File: src/rtl/loader_pkg.sv
// loader_pkg: FSM state type, default geometry and derived-size helpers
// shared by the stream key loader and its beat packer.
package loader_pkg;
    typedef enum logic [1:0] {S_KEY, S_PT, S_DONE} state_t;
    localparam int DEF_DIN_W   = 4;
    localparam int DEF_BLOCK_W = 128;
    localparam int BEATS       = DEF_BLOCK_W / DEF_DIN_W;
    localparam int BEAT_CNT_W  = $clog2(BEATS);
    function automatic int beats_of(input int din_w, input int block_w);
        return block_w / din_w;
    endfunction
    function automatic int cnt_w_of(input int n);
        return n > 1 ? $clog2(n) : 1;
    endfunction
    function automatic bit cfg_ok(input int din_w, input int block_w, input int num_rk, input int addr_w);
        return din_w > 0 && block_w % din_w == 0 && num_rk > 0 && num_rk <= 2 ** addr_w;
    endfunction
endpackage

File: src/rtl/stream_key_loader_if.sv
// stream_key_loader_if: host beat stream in, key RAM write port and
// plaintext/status out.
interface stream_key_loader_if
    import loader_pkg::*;
#(
    parameter int DIN_W   = DEF_DIN_W,
    parameter int BLOCK_W = DEF_BLOCK_W,
    parameter int ADDR_W  = 4
);
    logic               wr_en;
    logic [DIN_W-1:0]   wr_data;
    logic               restart;
    logic               keep_key;
    logic               ks_we;
    logic [ADDR_W-1:0]  ks_addr;
    logic [BLOCK_W-1:0] ks_wdata;
    logic [BLOCK_W-1:0] pt;
    logic               key_valid;
    logic               pt_valid;
    logic               overflow;
    modport slave (
        input  wr_en, wr_data, restart, keep_key,
        output ks_we, ks_addr, ks_wdata, pt, key_valid, pt_valid, overflow
    );
    modport master (
        output wr_en, wr_data, restart, keep_key,
        input  ks_we, ks_addr, ks_wdata, pt, key_valid, pt_valid, overflow
    );
endinterface

File: src/rtl/beat_packer.sv
// beat_packer: inserts DIN_W beats LSB-first into a BLOCK_W word; word
// presents the word including the current beat, word_done marks its last beat.
module beat_packer
    import loader_pkg::*;
#(
    parameter int DIN_W   = DEF_DIN_W,
    parameter int BLOCK_W = DEF_BLOCK_W
) (
    input  logic               clk,
    input  logic               rstn,
    input  logic               i_valid,
    input  logic [DIN_W-1:0]   i_data,
    input  logic               flush,
    output logic [BLOCK_W-1:0] word,
    output logic               word_done
);
    localparam int NB = beats_of(DIN_W, BLOCK_W);
    localparam int CW = cnt_w_of(NB);
    logic [CW-1:0]      r_cnt;
    logic [BLOCK_W-1:0] r_word;
    logic               w_take;
    assign w_take    = i_valid && !flush;
    assign word_done = w_take && r_cnt == CW'(NB - 1);
    always_comb begin
        word = r_word;
        word[r_cnt*DIN_W +: DIN_W] = i_data;
    end
    // stale upper bits are left in place: every word is fully overwritten before use
    always_ff @(posedge clk or negedge rstn) begin
        if (!rstn) begin
            r_cnt  <= '0;
            r_word <= '0;
        end else if (flush) begin
            r_cnt <= '0;
        end else if (i_valid) begin
            r_word <= word;
            r_cnt  <= word_done ? '0 : r_cnt + 1'b1;
        end
    end
endmodule

File: src/rtl/stream_key_loader.sv
// stream_key_loader: packs host beats into NUM_RK round-key RAM writes, then
// one plaintext block; supports restart with optional key retention.
module stream_key_loader
    import loader_pkg::*;
#(
    parameter int DIN_W   = DEF_DIN_W,
    parameter int BLOCK_W = DEF_BLOCK_W,
    parameter int NUM_RK  = 11,
    parameter int ADDR_W  = 4
) (
    input logic                clk,
    input logic                rstn,
    stream_key_loader_if.slave bus
);
    if (!cfg_ok(DIN_W, BLOCK_W, NUM_RK, ADDR_W)) begin : g_cfg_err
        $error("stream_key_loader: BLOCK_W must be a multiple of DIN_W and NUM_RK <= 2**ADDR_W");
    end
    state_t             r_state, w_state_nxt;
    logic [ADDR_W-1:0]  r_widx;
    logic               r_ks_we;
    logic [ADDR_W-1:0]  r_ks_addr;
    logic [BLOCK_W-1:0] r_ks_wdata;
    logic [BLOCK_W-1:0] r_pt;
    logic               r_key_valid;
    logic               r_pt_valid;
    logic               r_overflow;
    logic [BLOCK_W-1:0] w_word;
    logic               w_done;
    logic               w_in;
    logic               w_key_last;
    logic               w_key_wr;
    logic               w_pt_wr;
    assign w_in       = bus.wr_en && r_state != S_DONE;
    assign w_key_last = r_widx == ADDR_W'(NUM_RK - 1);
    assign w_key_wr   = w_done && r_state == S_KEY;
    assign w_pt_wr    = w_in && !bus.restart && r_state == S_PT;
    beat_packer #(.DIN_W(DIN_W), .BLOCK_W(BLOCK_W)) u_packer (
        .clk       (clk),
        .rstn      (rstn),
        .i_valid   (w_in),
        .i_data    (bus.wr_data),
        .flush     (bus.restart),
        .word      (w_word),
        .word_done (w_done)
    );
    always_ff @(posedge clk or negedge rstn) begin
        if (!rstn) r_state <= S_KEY;
        else r_state <= w_state_nxt;
    end
    always_comb begin
        w_state_nxt = bus.restart ? ((bus.keep_key && r_key_valid) ? S_PT : S_KEY)
                    : (w_key_wr && w_key_last) ? S_PT
                    : (w_done && r_state == S_PT) ? S_DONE
                    : r_state;
    end
    always_ff @(posedge clk or negedge rstn) begin
        if (!rstn) begin
            r_widx      <= '0;
            r_ks_we     <= 1'b0;
            r_ks_addr   <= '0;
            r_ks_wdata  <= '0;
            r_pt        <= '0;
            r_key_valid <= 1'b0;
            r_pt_valid  <= 1'b0;
            r_overflow  <= 1'b0;
        end else begin
            r_ks_we <= w_key_wr;
            r_widx  <= bus.restart ? '0 : w_key_wr ? (w_key_last ? '0 : r_widx + 1'b1) : r_widx;
            if (w_key_wr) begin
                r_ks_addr  <= r_widx;
                r_ks_wdata <= w_word;
            end
            if (w_pt_wr) r_pt <= w_word;
            r_key_valid <= bus.restart ? (bus.keep_key && r_key_valid) : (r_key_valid || (w_key_wr && w_key_last));
            r_pt_valid  <= !bus.restart && (r_pt_valid || (w_done && r_state == S_PT));
            r_overflow  <= !bus.restart && (r_overflow || (bus.wr_en && r_state == S_DONE));
        end
    end
    assign bus.ks_we     = r_ks_we;
    assign bus.ks_addr   = r_ks_addr;
    assign bus.ks_wdata  = r_ks_wdata;
    assign bus.pt        = r_pt;
    assign bus.key_valid = r_key_valid;
    assign bus.pt_valid  = r_pt_valid;
    assign bus.overflow  = r_overflow;
endmodule

File: src/flat_wrapper.sv
// flat-port wrapper written by rule: the top's interface ports become plain ports
module stream_key_loader_flat import loader_pkg::*;
#(
    parameter int DIN_W   = DEF_DIN_W,
    parameter int BLOCK_W = DEF_BLOCK_W,
    parameter int NUM_RK  = 11,
    parameter int ADDR_W  = 4
)
  (clk, rstn, bus_wr_en, bus_wr_data, bus_restart, bus_keep_key, bus_ks_we, bus_ks_addr, bus_ks_wdata, bus_pt, bus_key_valid, bus_pt_valid, bus_overflow);
  stream_key_loader_if #(.DIN_W(DIN_W), .BLOCK_W(BLOCK_W), .ADDR_W(ADDR_W)) bus_i ();
  input logic clk;
  input logic rstn;
  input wire logic [$bits(bus_i.wr_en)-1:0] bus_wr_en;
  input wire logic [$bits(bus_i.wr_data)-1:0] bus_wr_data;
  input wire logic [$bits(bus_i.restart)-1:0] bus_restart;
  input wire logic [$bits(bus_i.keep_key)-1:0] bus_keep_key;
  output wire logic [$bits(bus_i.ks_we)-1:0] bus_ks_we;
  output wire logic [$bits(bus_i.ks_addr)-1:0] bus_ks_addr;
  output wire logic [$bits(bus_i.ks_wdata)-1:0] bus_ks_wdata;
  output wire logic [$bits(bus_i.pt)-1:0] bus_pt;
  output wire logic [$bits(bus_i.key_valid)-1:0] bus_key_valid;
  output wire logic [$bits(bus_i.pt_valid)-1:0] bus_pt_valid;
  output wire logic [$bits(bus_i.overflow)-1:0] bus_overflow;
  assign bus_i.wr_en = bus_wr_en;
  assign bus_i.wr_data = bus_wr_data;
  assign bus_i.restart = bus_restart;
  assign bus_i.keep_key = bus_keep_key;
  assign bus_ks_we = bus_i.ks_we;
  assign bus_ks_addr = bus_i.ks_addr;
  assign bus_ks_wdata = bus_i.ks_wdata;
  assign bus_pt = bus_i.pt;
  assign bus_key_valid = bus_i.key_valid;
  assign bus_pt_valid = bus_i.pt_valid;
  assign bus_overflow = bus_i.overflow;
  stream_key_loader #(.DIN_W(DIN_W), .BLOCK_W(BLOCK_W), .NUM_RK(NUM_RK), .ADDR_W(ADDR_W)) u_core (.clk(clk), .rstn(rstn), .bus(bus_i));
endmodule
File: config.mk
export PLATFORM = sky130hd
export DESIGN_NAME = stream_key_loader_flat
export DESIGN_NICKNAME = d
export VERILOG_FILES = /design/src/rtl/loader_pkg.sv /design/src/rtl/stream_key_loader_if.sv /design/src/rtl/beat_packer.sv /design/src/rtl/stream_key_loader.sv /design/src/flat_wrapper.sv
export SDC_FILE = /design/constraint.sdc
export NUM_CORES = 1
export LEC_CHECK = 0
export CAP_MARGIN = 20
export CORE_UTILIZATION = 40
export DETAILED_ROUTE_END_ITERATION = 6
export HOLD_SLACK_MARGIN = 0.08
export PLACE_DENSITY_LB_ADDON = 0.2
export SYNTH_ARGS = -nofsm -noshare
export SYNTH_HDL_FRONTEND = slang
export SYNTH_HIERARCHICAL = 1
export SYNTH_SLANG_ARGS = --single-unit
File: constraint.sdc
create_clock -name clk -period 3.34 [get_ports clk]
set_clock_uncertainty 0.1 [all_clocks]
set_input_delay 0.668 -clock clk [delete_from_list [all_inputs] [get_ports clk]]
set_output_delay 0.668 -clock clk [all_outputs]
set_load 0.005 [all_outputs]
## Word level (Yosys, flattened, before mapping)

Cells that the tools add are included.

- Shift-type cells: 2
- Mux-type cells: 12
- Bitwise gates (word level): 1
- Eq/ne operators: 5
- $add $sub $neg: 3
- Reduce and logical (&&, ||, !) cells: 20

Operators by type and width:

| operator | count |
|---|---|
| 128-bit bitwise mux | 1 |
| 4-bit by 34-bit variable shift with 128-bit output, first input constant | 1 |
| 4-bit by 34-bit variable part select with 128-bit output | 1 |
| 7-bit negation with 34-bit output | 1 |
| 5-bit two-way mux | 3 |
| 4-bit two-way mux | 3 |
| 1-bit logical AND | 11 |
| 2-bit two-way mux | 3 |
| 5-bit by 1-bit adder with 5-bit output, second input constant | 1 |
| 5-bit == test, second input constant | 1 |
| 4-bit by 1-bit adder with 4-bit output, second input constant | 1 |
| 4-bit == test, second input constant | 1 |
| 2-bit nonzero test | 2 |
| 1-bit logical OR | 3 |
| 3-bit nonzero test | 1 |
| 2-bit by 1-bit == test with 1-bit output, second input constant | 1 |
| 2-bit == test, second input constant | 1 |
| 2-bit zero test | 1 |
| 1-bit two-way mux | 2 |
| 2-bit inequality test, second input constant | 1 |
| 2-bit AND reduction | 1 |
| 1-bit zero test | 1 |
| 1-bit NOT | 1 |

- Input bits: 9
- Flip-flop bits (word level): 403

## Longest topological paths before layout

Gate-level depths: netlist of the first run.

- Depth in word-level cells: 8
- Mapped depth: 14
- Gate-level depth less buffers: 10

## Hierarchy

Netlist of the first run, hierarchy kept.

Modules (own cells, without submodules):

| module | instances | seq. area each (sq um) | cells an instance | area an instance (sq um) |
|---|---|---|---|---|
| stream_key_loader | 1 | 6756.5 | 875 | 10104.7 |
| beat_packer | 1 | 3328.2 | 617 | 7480.9 |

## Worst setup path after synthesis of the first run

Ideal clock, no wire load.

- Path type: register to register
- Start point: reg u_core.u_packer.r_cnt[0]
- End point: reg u_core.r_pt[100], in the netlist u_core/bus.pt[100]
- Buffers on the path: 4
- Setup slack: -0.099 ns
- Stages on the path, launching flop included: 14
- Setup time: 0.125 ns
- Required time: 3.115 ns
- Arrival time: 3.214 ns
- Period minus slack after synthesis: 3.439 ns
- Cell sequence: dfrtp_1 > buf_2 > buf_2 > inv_1 > ha_1 > nor3b_1 > ha_1 > clkbuf_1 > nor3b_1 > mux2i_1 > buf_4 > or3_1 > mux2_2 > mux2_2

- Word-level cells in the longest chain between the ends: 3

RTL lines:

| item | RTL line | text |
|---|---|---|
| start: declaration | beat_packer.sv:19 | `logic [CW-1:0] r_cnt;` |
| start signal: assignment | beat_packer.sv:37 | `r_cnt <= word_done ? '0 : r_cnt + 1'b1;` |
| 7-bit negation with 34-bit output (*) | beat_packer.sv:26 | `word[r_cnt*DIN_W +: DIN_W] = i_data;` |
| 4-bit by 34-bit variable part select with 128-bit output / 4-bit by 34-bit variable shift with 128-bit output (equally long branches) | beat_packer.sv:26 |  |
| 128-bit bitwise mux (*) | beat_packer.sv:26 |  |
| via u_core.w_word[100] | stream_key_loader.sv:27 | `logic [BLOCK_W-1:0] w_word;` |
| end signal: assignment | stream_key_loader.sv:73 | `if (w_pt_wr) r_pt <= w_word;` |
| end: declaration | stream_key_loader.sv:23 | `logic [BLOCK_W-1:0] r_pt;` |

Mark *: on every way through the listed nets, which the timed path passes. The rest lies on a longest branch.
A chain may end at the register's enable or synchronous reset.

## Worst setup path after layout of the first run

- Start point: reg u_core.u_packer.r_cnt[0]
- End point: reg u_core.r_pt[33], in the netlist u_core/bus.pt[33]

Same word-level chain as after synthesis.

==> results of run 1 <==
==> tightest hold or removal path, stage by stage (launching register included) <==
cell     delay [ns]
dfrtp_1        0.34
nand2_1        0.05
nand2_1        0.05
==> registers in the layout, indices dropped and copies added, names as in the netlist <==
signal                  count
u_core/bus.ks_we            1
u_core/bus.key_valid        1
u_core/bus.ks_addr          4
u_core/bus.pt_valid         1
u_core/u_packer/r_word    128
u_core/bus.overflow         1
u_core/u_packer/r_cnt       5
u_core/r_widx               4
u_core/bus.ks_wdata       128
u_core/r_state              2
u_core/bus.pt             128
==> through the flow <==
step	area, µm²	setup slack (ns)	hold slack, ns
3_3_place_gp	21300	0.0624	0.358
2_1_floorplan	17600	-0.0307	0.272
5_1_grt	22700	0.0205	0.392
4_1_cts	22700	0.0988	0.376
3_5_place_dp	21300	0.0713	0.362
6_report	22700	0.131	0.370
==> routing by layer <==
metal	GRT usage [%]	vias up	share of wire, %
met5	0	-	0.038
met4	6.50	4	2.2
met3	4.14	71	5.2
met2	34.8	271	48
met1	29.4	6160	45
li1	-	5672	-
==> final cells by class <==
cell class                      instances  area, µm²
Tap cell                              585        732
Clock buffer                           66       1270
Timing Repair Buffer                  337       3340
Clock inverter                          7       63.8
Multi-Input combinational cell       1005       7200
Sequential cell                       403      10100
Inverter                                9       36.3
Fill cell                            3859      20400
==> cell usage in the layout, fill, tap and decap left out, types with 10 or more instances in the layout <==
cell type / instances
clkdlybuf4s50_1: 271
mux2_1: 11
clkbuf_16: 43
nand3_1: 35
nor2_1: 56
nand2_1: 407
buf_4: 54
buf_12: 10
dfrtp_1: 403
clkbuf_1: 12
clkbuf_8: 11
mux2_2: 365
o21ai_0: 16
==> power by group through the flow <==
stage,Sequential [µW],Combinational (µW),Clock (µW)
finish,4940,564,4580
detailed placement,5030,570,0
CTS,4940,574,4730
floorplan,5020,240,0
global route,4940,621,4910
global placement,5020,563,0
==> kinds of logic after synthesis <==
logic type / after synthesis / share of synthesized area (%)
AO/OA/AOI/OAI: 44 / 1.55
XOR/XNOR: 2 / 0.142
adder cells (fa/ha/maj): 6 / 0.427
buffers and inverters: 84 / 2.06
flip-flops: 403 / 57.3
multiplexers: 379 / 24.2
AND/OR/NAND/NOR: 574 / 14.2
==> what timing repair did <==
action,CTS,global route
buffers inserted,0,3
resized for setup,0,3
endpoints found under the setup margin,0,60
hold buffers,1,0
endpoints found under the hold margin,64,0
==> final timing paths <==
| kind | startpoint | to | cells past startpoint |
|---|---|---|---|
| worst min register to register | u_core/bus.ks_wdata[12]$_DFFE_PN0P_ | u_core/bus.ks_wdata[12]$_DFFE_PN0P_ | 2 |
| max in group asynchronous | rstn | u_core/bus.pt[7]$_DFFE_PN0P_ | 3 |
| min in group asynchronous | rstn | u_core/bus.ks_wdata[46]$_DFFE_PN0P_ | 2 |
| worst max-delay path | u_core/u_packer/r_cnt[0]$_DFFE_PN0P_ | u_core/bus.pt[33]$_DFFE_PN0P_ | 9 |
| worst min-delay path | u_core/bus.ks_wdata[12]$_DFFE_PN0P_ | u_core/bus.ks_wdata[12]$_DFFE_PN0P_ | 2 |
| worst max register to register | u_core/u_packer/r_cnt[0]$_DFFE_PN0P_ | u_core/bus.pt[33]$_DFFE_PN0P_ | 9 |
==> flow_metrics.env, run 1 <==
export IMPL_status="complete, no violations"
export IMPL_num_rows=76
export IMPL_tightestPinTransition_ns=0.807
export IMPL_root_buffer="clkbuf_16"
export IMPL_hold_viol=0
export IMPL_port_buffers=272
export IMPL_finalNonFillerCells=2412
export IMPL_cp_max_fo=8
export IMPL_dr_first_iter_drc_count=766
export IMPL_p_clk_share_pct=45.4
export IMPL_die_area_um2=44800
export IMPL_ys_ff_latch=403
export IMPL_setup_viol=0
export IMPL_post_drt_wl_per_cell_um=19.7
export IMPL_leakagePower_uw=0.0112
export IMPL_fin_nets=1814
export IMPL_power_frac_comb_pct=5.6
export IMPL_cts_buffers=43
export IMPL_grt_setup_unrepaired="false"
export IMPL_cap_violations=0
export IMPL_area_growth_pct=29.2
export IMPL_peakVddDrop_v=0.000336
export IMPL_antenna_left=0
export IMPL_drv_slew=0
export IMPL_async_flop_share_pct=100
export IMPL_cts_tree="yes"
export IMPL_io_pin_count=273
export IMPL_final_layout_size_suffix_gt1_share_pct=28.6
export IMPL_worst_skew_pair_late_latency_ns=0.56
export IMPL_syn_avg_cell_area_um2=11.8
export IMPL_synth_cells=1492
export IMPL_htreeDepth=2
export IMPL_synth_area_leaders="dfrtp_1, mux2_2, nand2_1"
export IMPL_antenna_found_initial=2
export IMPL_synth_most_common_cell="nand2_1"
export IMPL_finalCritPeriodShare_pct=96.1
export IMPL_clock_sinks=403
export IMPL_antenna_cells=0
export IMPL_vias=12178
export IMPL_hpwl_mm=33.2
export IMPL_first_global_vias=12559
export IMPL_fin_tns_setup_ns=0
export IMPL_p_int_uw=7780
export IMPL_grt_util_all_layers_pct=21.6
export IMPL_crit_buf_inv=2
export IMPL_synth_top_cell_area_share_pct=57.3
export IMPL_hold_path_class="reg -> reg"
export IMPL_arrival_ns=3.55
export IMPL_clock_path_buffers=3
export IMPL_drt_pass1_iterations=5
export IMPL_timing_fmax_mhz=312
export IMPL_clk_pin_slew_ns=0.06
export IMPL_yosys_most_used_dff="dfrtp_1"
export IMPL_die_width_um=212
export IMPL_crit_slowest_cell="nand3_1"
export IMPL_netlist_area_um2=17600
export IMPL_path_cells="inv_1 > ha_2 > nor3b_1 > ha_1 > nand3_1 > nor3_1 > buf_4 > mux2_2 > mux2_2"
export IMPL_grt_pass1_wl_mm=74.0
export IMPL_wirelength_mm=47.6
export IMPL_swShare_pct=22.9
export IMPL_grt_max_degree=74
export IMPL_die_h_um=212
export IMPL_worstSetupPathType="reg -> reg"
export IMPL_ys_top_cells_by_count="nand2_1, dfrtp_1, mux2_2"
export IMPL_place_inst=2335
export IMPL_power_density_nw_per_um2=444
export IMPL_start_kind="flip-flop"
export IMPL_crit_family="simple AND/OR/NAND/NOR gates"
export IMPL_drc=0
export IMPL_max_stage_delay_ns=0.53
export IMPL_power_switching_uw=2310
export IMPL_grt_overflow_total=0
export IMPL_yosys_area_top_type="dfrtp_1"
export IMPL_ys_warn_count=6
export IMPL_crit_path_frequent_cell="mux2_2"
export IMPL_worstSetupEndpointType="flip-flop"
export IMPL_synthesis_nets=1507
export IMPL_r2r_setup_slack_ns=0.13
export IMPL_cp_required_ns=3.68
export IMPL_maxSlewHeadroom_pct=46.2
export IMPL_fin_crit_ns=3.21
export IMPL_p_seq_share_pct=49.0
export IMPL_synth_cell_type_count=48
export IMPL_power_uw=10100
export IMPL_synth_seq_area_share_pct=57.3
export IMPL_fin_util_pct=52.6
export IMPL_fp_coreArea_um2=43200
export IMPL_synth_edff_count=0
export IMPL_initial_core_util_pct=40.7
export IMPL_place_congestion=0.822
export IMPL_vias_per_cell=5.05
Power figures use the tool's default switching activity.
==> run 2: changes to the inputs <==
Settings changed: SKIP_CTS_REPAIR_TIMING set to 1.
==> flow_metrics.env, run 2 (same netlist as run 1, synthesis figures left out) <==
export IMPL_die_h_um=212
export IMPL_grt_use_met2_pct=34.8
export IMPL_die_area_um2=44800
export IMPL_power_density_nw_per_um2=444
export IMPL_hold_ws_ns=0.370
export IMPL_worstSetupPathType="reg -> reg"
export IMPL_fin_crit_ns=3.16
export IMPL_arrival_ns=3.50
export IMPL_drc=0
export IMPL_grt_overflow_total=0
export IMPL_worstSetupEndpointType="flip-flop"
export IMPL_most_common_layout_cells="nand2_1, dfrtp_1, mux2_2"
export IMPL_worst_skew_pair_late_latency_ns=0.55
export IMPL_clock_sinks=403
export IMPL_post_drt_wl_per_cell_um=19.7
export IMPL_wirelength_mm=47.6
export IMPL_grt_setup_unrepaired="false"
export IMPL_num_rows=76
export IMPL_die_width_um=212
export IMPL_use_met3_pct=4.14
export IMPL_cts_tree="yes"
export IMPL_fin_util_pct=52.6
export IMPL_status="complete, no violations"
export IMPL_tightestPinTransition_ns=0.808
export IMPL_cp_required_ns=3.68
export IMPL_cp_max_fo=8
export IMPL_fp_coreArea_um2=43200
export IMPL_port_buffers=272
export IMPL_grt_pass1_wl_mm=74.0
export IMPL_setup_viol=0
export IMPL_drv_slew=0
export IMPL_fin_nets=1814
export IMPL_maxSlewHeadroom_pct=46.2
export IMPL_timing_fmax_mhz=316
export IMPL_peakVddDrop_v=0.000336
export IMPL_cts_buffers=43
export IMPL_antenna_found_initial=2
export IMPL_hold_path_class="reg -> reg"
export IMPL_start_kind="flip-flop"
export IMPL_root_buffer="clkbuf_16"
export IMPL_cap_violations=0
export IMPL_drt_pass1_iterations=6
export IMPL_met1_usage_pct=29.4
export IMPL_leakagePower_uw=0.0112
export IMPL_area_growth_pct=29.2
export IMPL_clk_pin_slew_ns=0.06
export IMPL_finalCritPeriodShare_pct=94.7
export IMPL_finalNonFillerCells=2412
export IMPL_grt_max_degree=74
export IMPL_busiest_layer="met2"
export IMPL_hold_viol=0
export IMPL_first_global_vias=12559
export IMPL_antenna_cells=0
export IMPL_clock_path_buffers=3
export IMPL_grt_util_all_layers_pct=21.6
export IMPL_initial_core_util_pct=40.7
export IMPL_final_layout_size_suffix_gt1_share_pct=28.6
export IMPL_place_congestion=0.822
export IMPL_vias=12173
export IMPL_final_common_cell="nand2_1"
export IMPL_place_inst=2335
export IMPL_io_pin_count=273
export IMPL_dr_first_iter_drc_count=760
export IMPL_htreeDepth=2
export IMPL_vias_per_cell=5.05
export IMPL_antenna_left=0
export IMPL_hpwl_mm=33.2
-- run 2: final cells by class --
cell class	count	area, µm²
Fill cell	3859	20400
Sequential cell	403	10100
Multi-Input combinational cell	1005	7200
Timing Repair Buffer	337	3340
Clock buffer	66	1270
Tap cell	585	732
Clock inverter	7	63.8
Inverter	9	36.3
-- run 2: per-layer routing --
layer  share of wire, %  up-vias
li1                   -     5679
met1                 45     6177
met2                 48      244
met3                5.0       69
met4                2.2        4
met5              0.038        -
-- run 2: through the flow --
stage	power [µW]	setup WS (ns)	area [µm²]	setup TNS, ns
6_report	10100	0.176	22700	0
3_5_place_dp	5600	0.0713	21300	0
5_1_grt	10500	0.0205	22700	0
3_3_place_gp	5590	0.0624	21300	0
4_1_cts	10200	0.0988	22700	0
2_1_floorplan	5260	-0.0307	17600	-0.245
-- run 2: final timing paths --
| kind | end | slack [ns] | start | cells after the start |
|---|---|---|---|---|
| max | u_core/bus.pt[33]$_DFFE_PN0P_ | 0.18 | u_core/u_packer/r_cnt[0]$_DFFE_PN0P_ | 9 |
| min | u_core/bus.ks_wdata[12]$_DFFE_PN0P_ | 0.37 | u_core/bus.ks_wdata[12]$_DFFE_PN0P_ | 2 |
| max reg2reg | u_core/bus.pt[33]$_DFFE_PN0P_ | 0.18 | u_core/u_packer/r_cnt[0]$_DFFE_PN0P_ | 9 |
| min reg2reg | u_core/bus.ks_wdata[12]$_DFFE_PN0P_ | 0.37 | u_core/bus.ks_wdata[12]$_DFFE_PN0P_ | 2 |
| max in group asynchronous | u_core/bus.pt[7]$_DFFE_PN0P_ | 1.66 | rstn | 3 |
| min in group asynchronous | u_core/bus.ks_wdata[44]$_DFFE_PN0P_ | 0.58 | rstn | 2 |
-- run 2: power by group --
group,internal (µW),total [µW],switching [µW]
clock,2680,4580,1900
sequential,4920,4940,18.7
combinational,177,565,387
-- run 2: worst max-delay path, cell delays in order, from the launching register on --
cell	delay (ns)
dfrtp_1	0.38
inv_1	0.09
ha_2	0.18
nor3b_1	0.23
ha_1	0.26
nand3_1	0.51
nor3_1	0.46
buf_4	0.21
mux2_2	0.37
mux2_2	0.28
==> run 3: changes to the inputs <==
Settings changed: GPL_ROUTABILITY_DRIVEN set to 0.
==> results of run 3 <==
No change in the layout: final DEF, timing and power equal those of run 2.
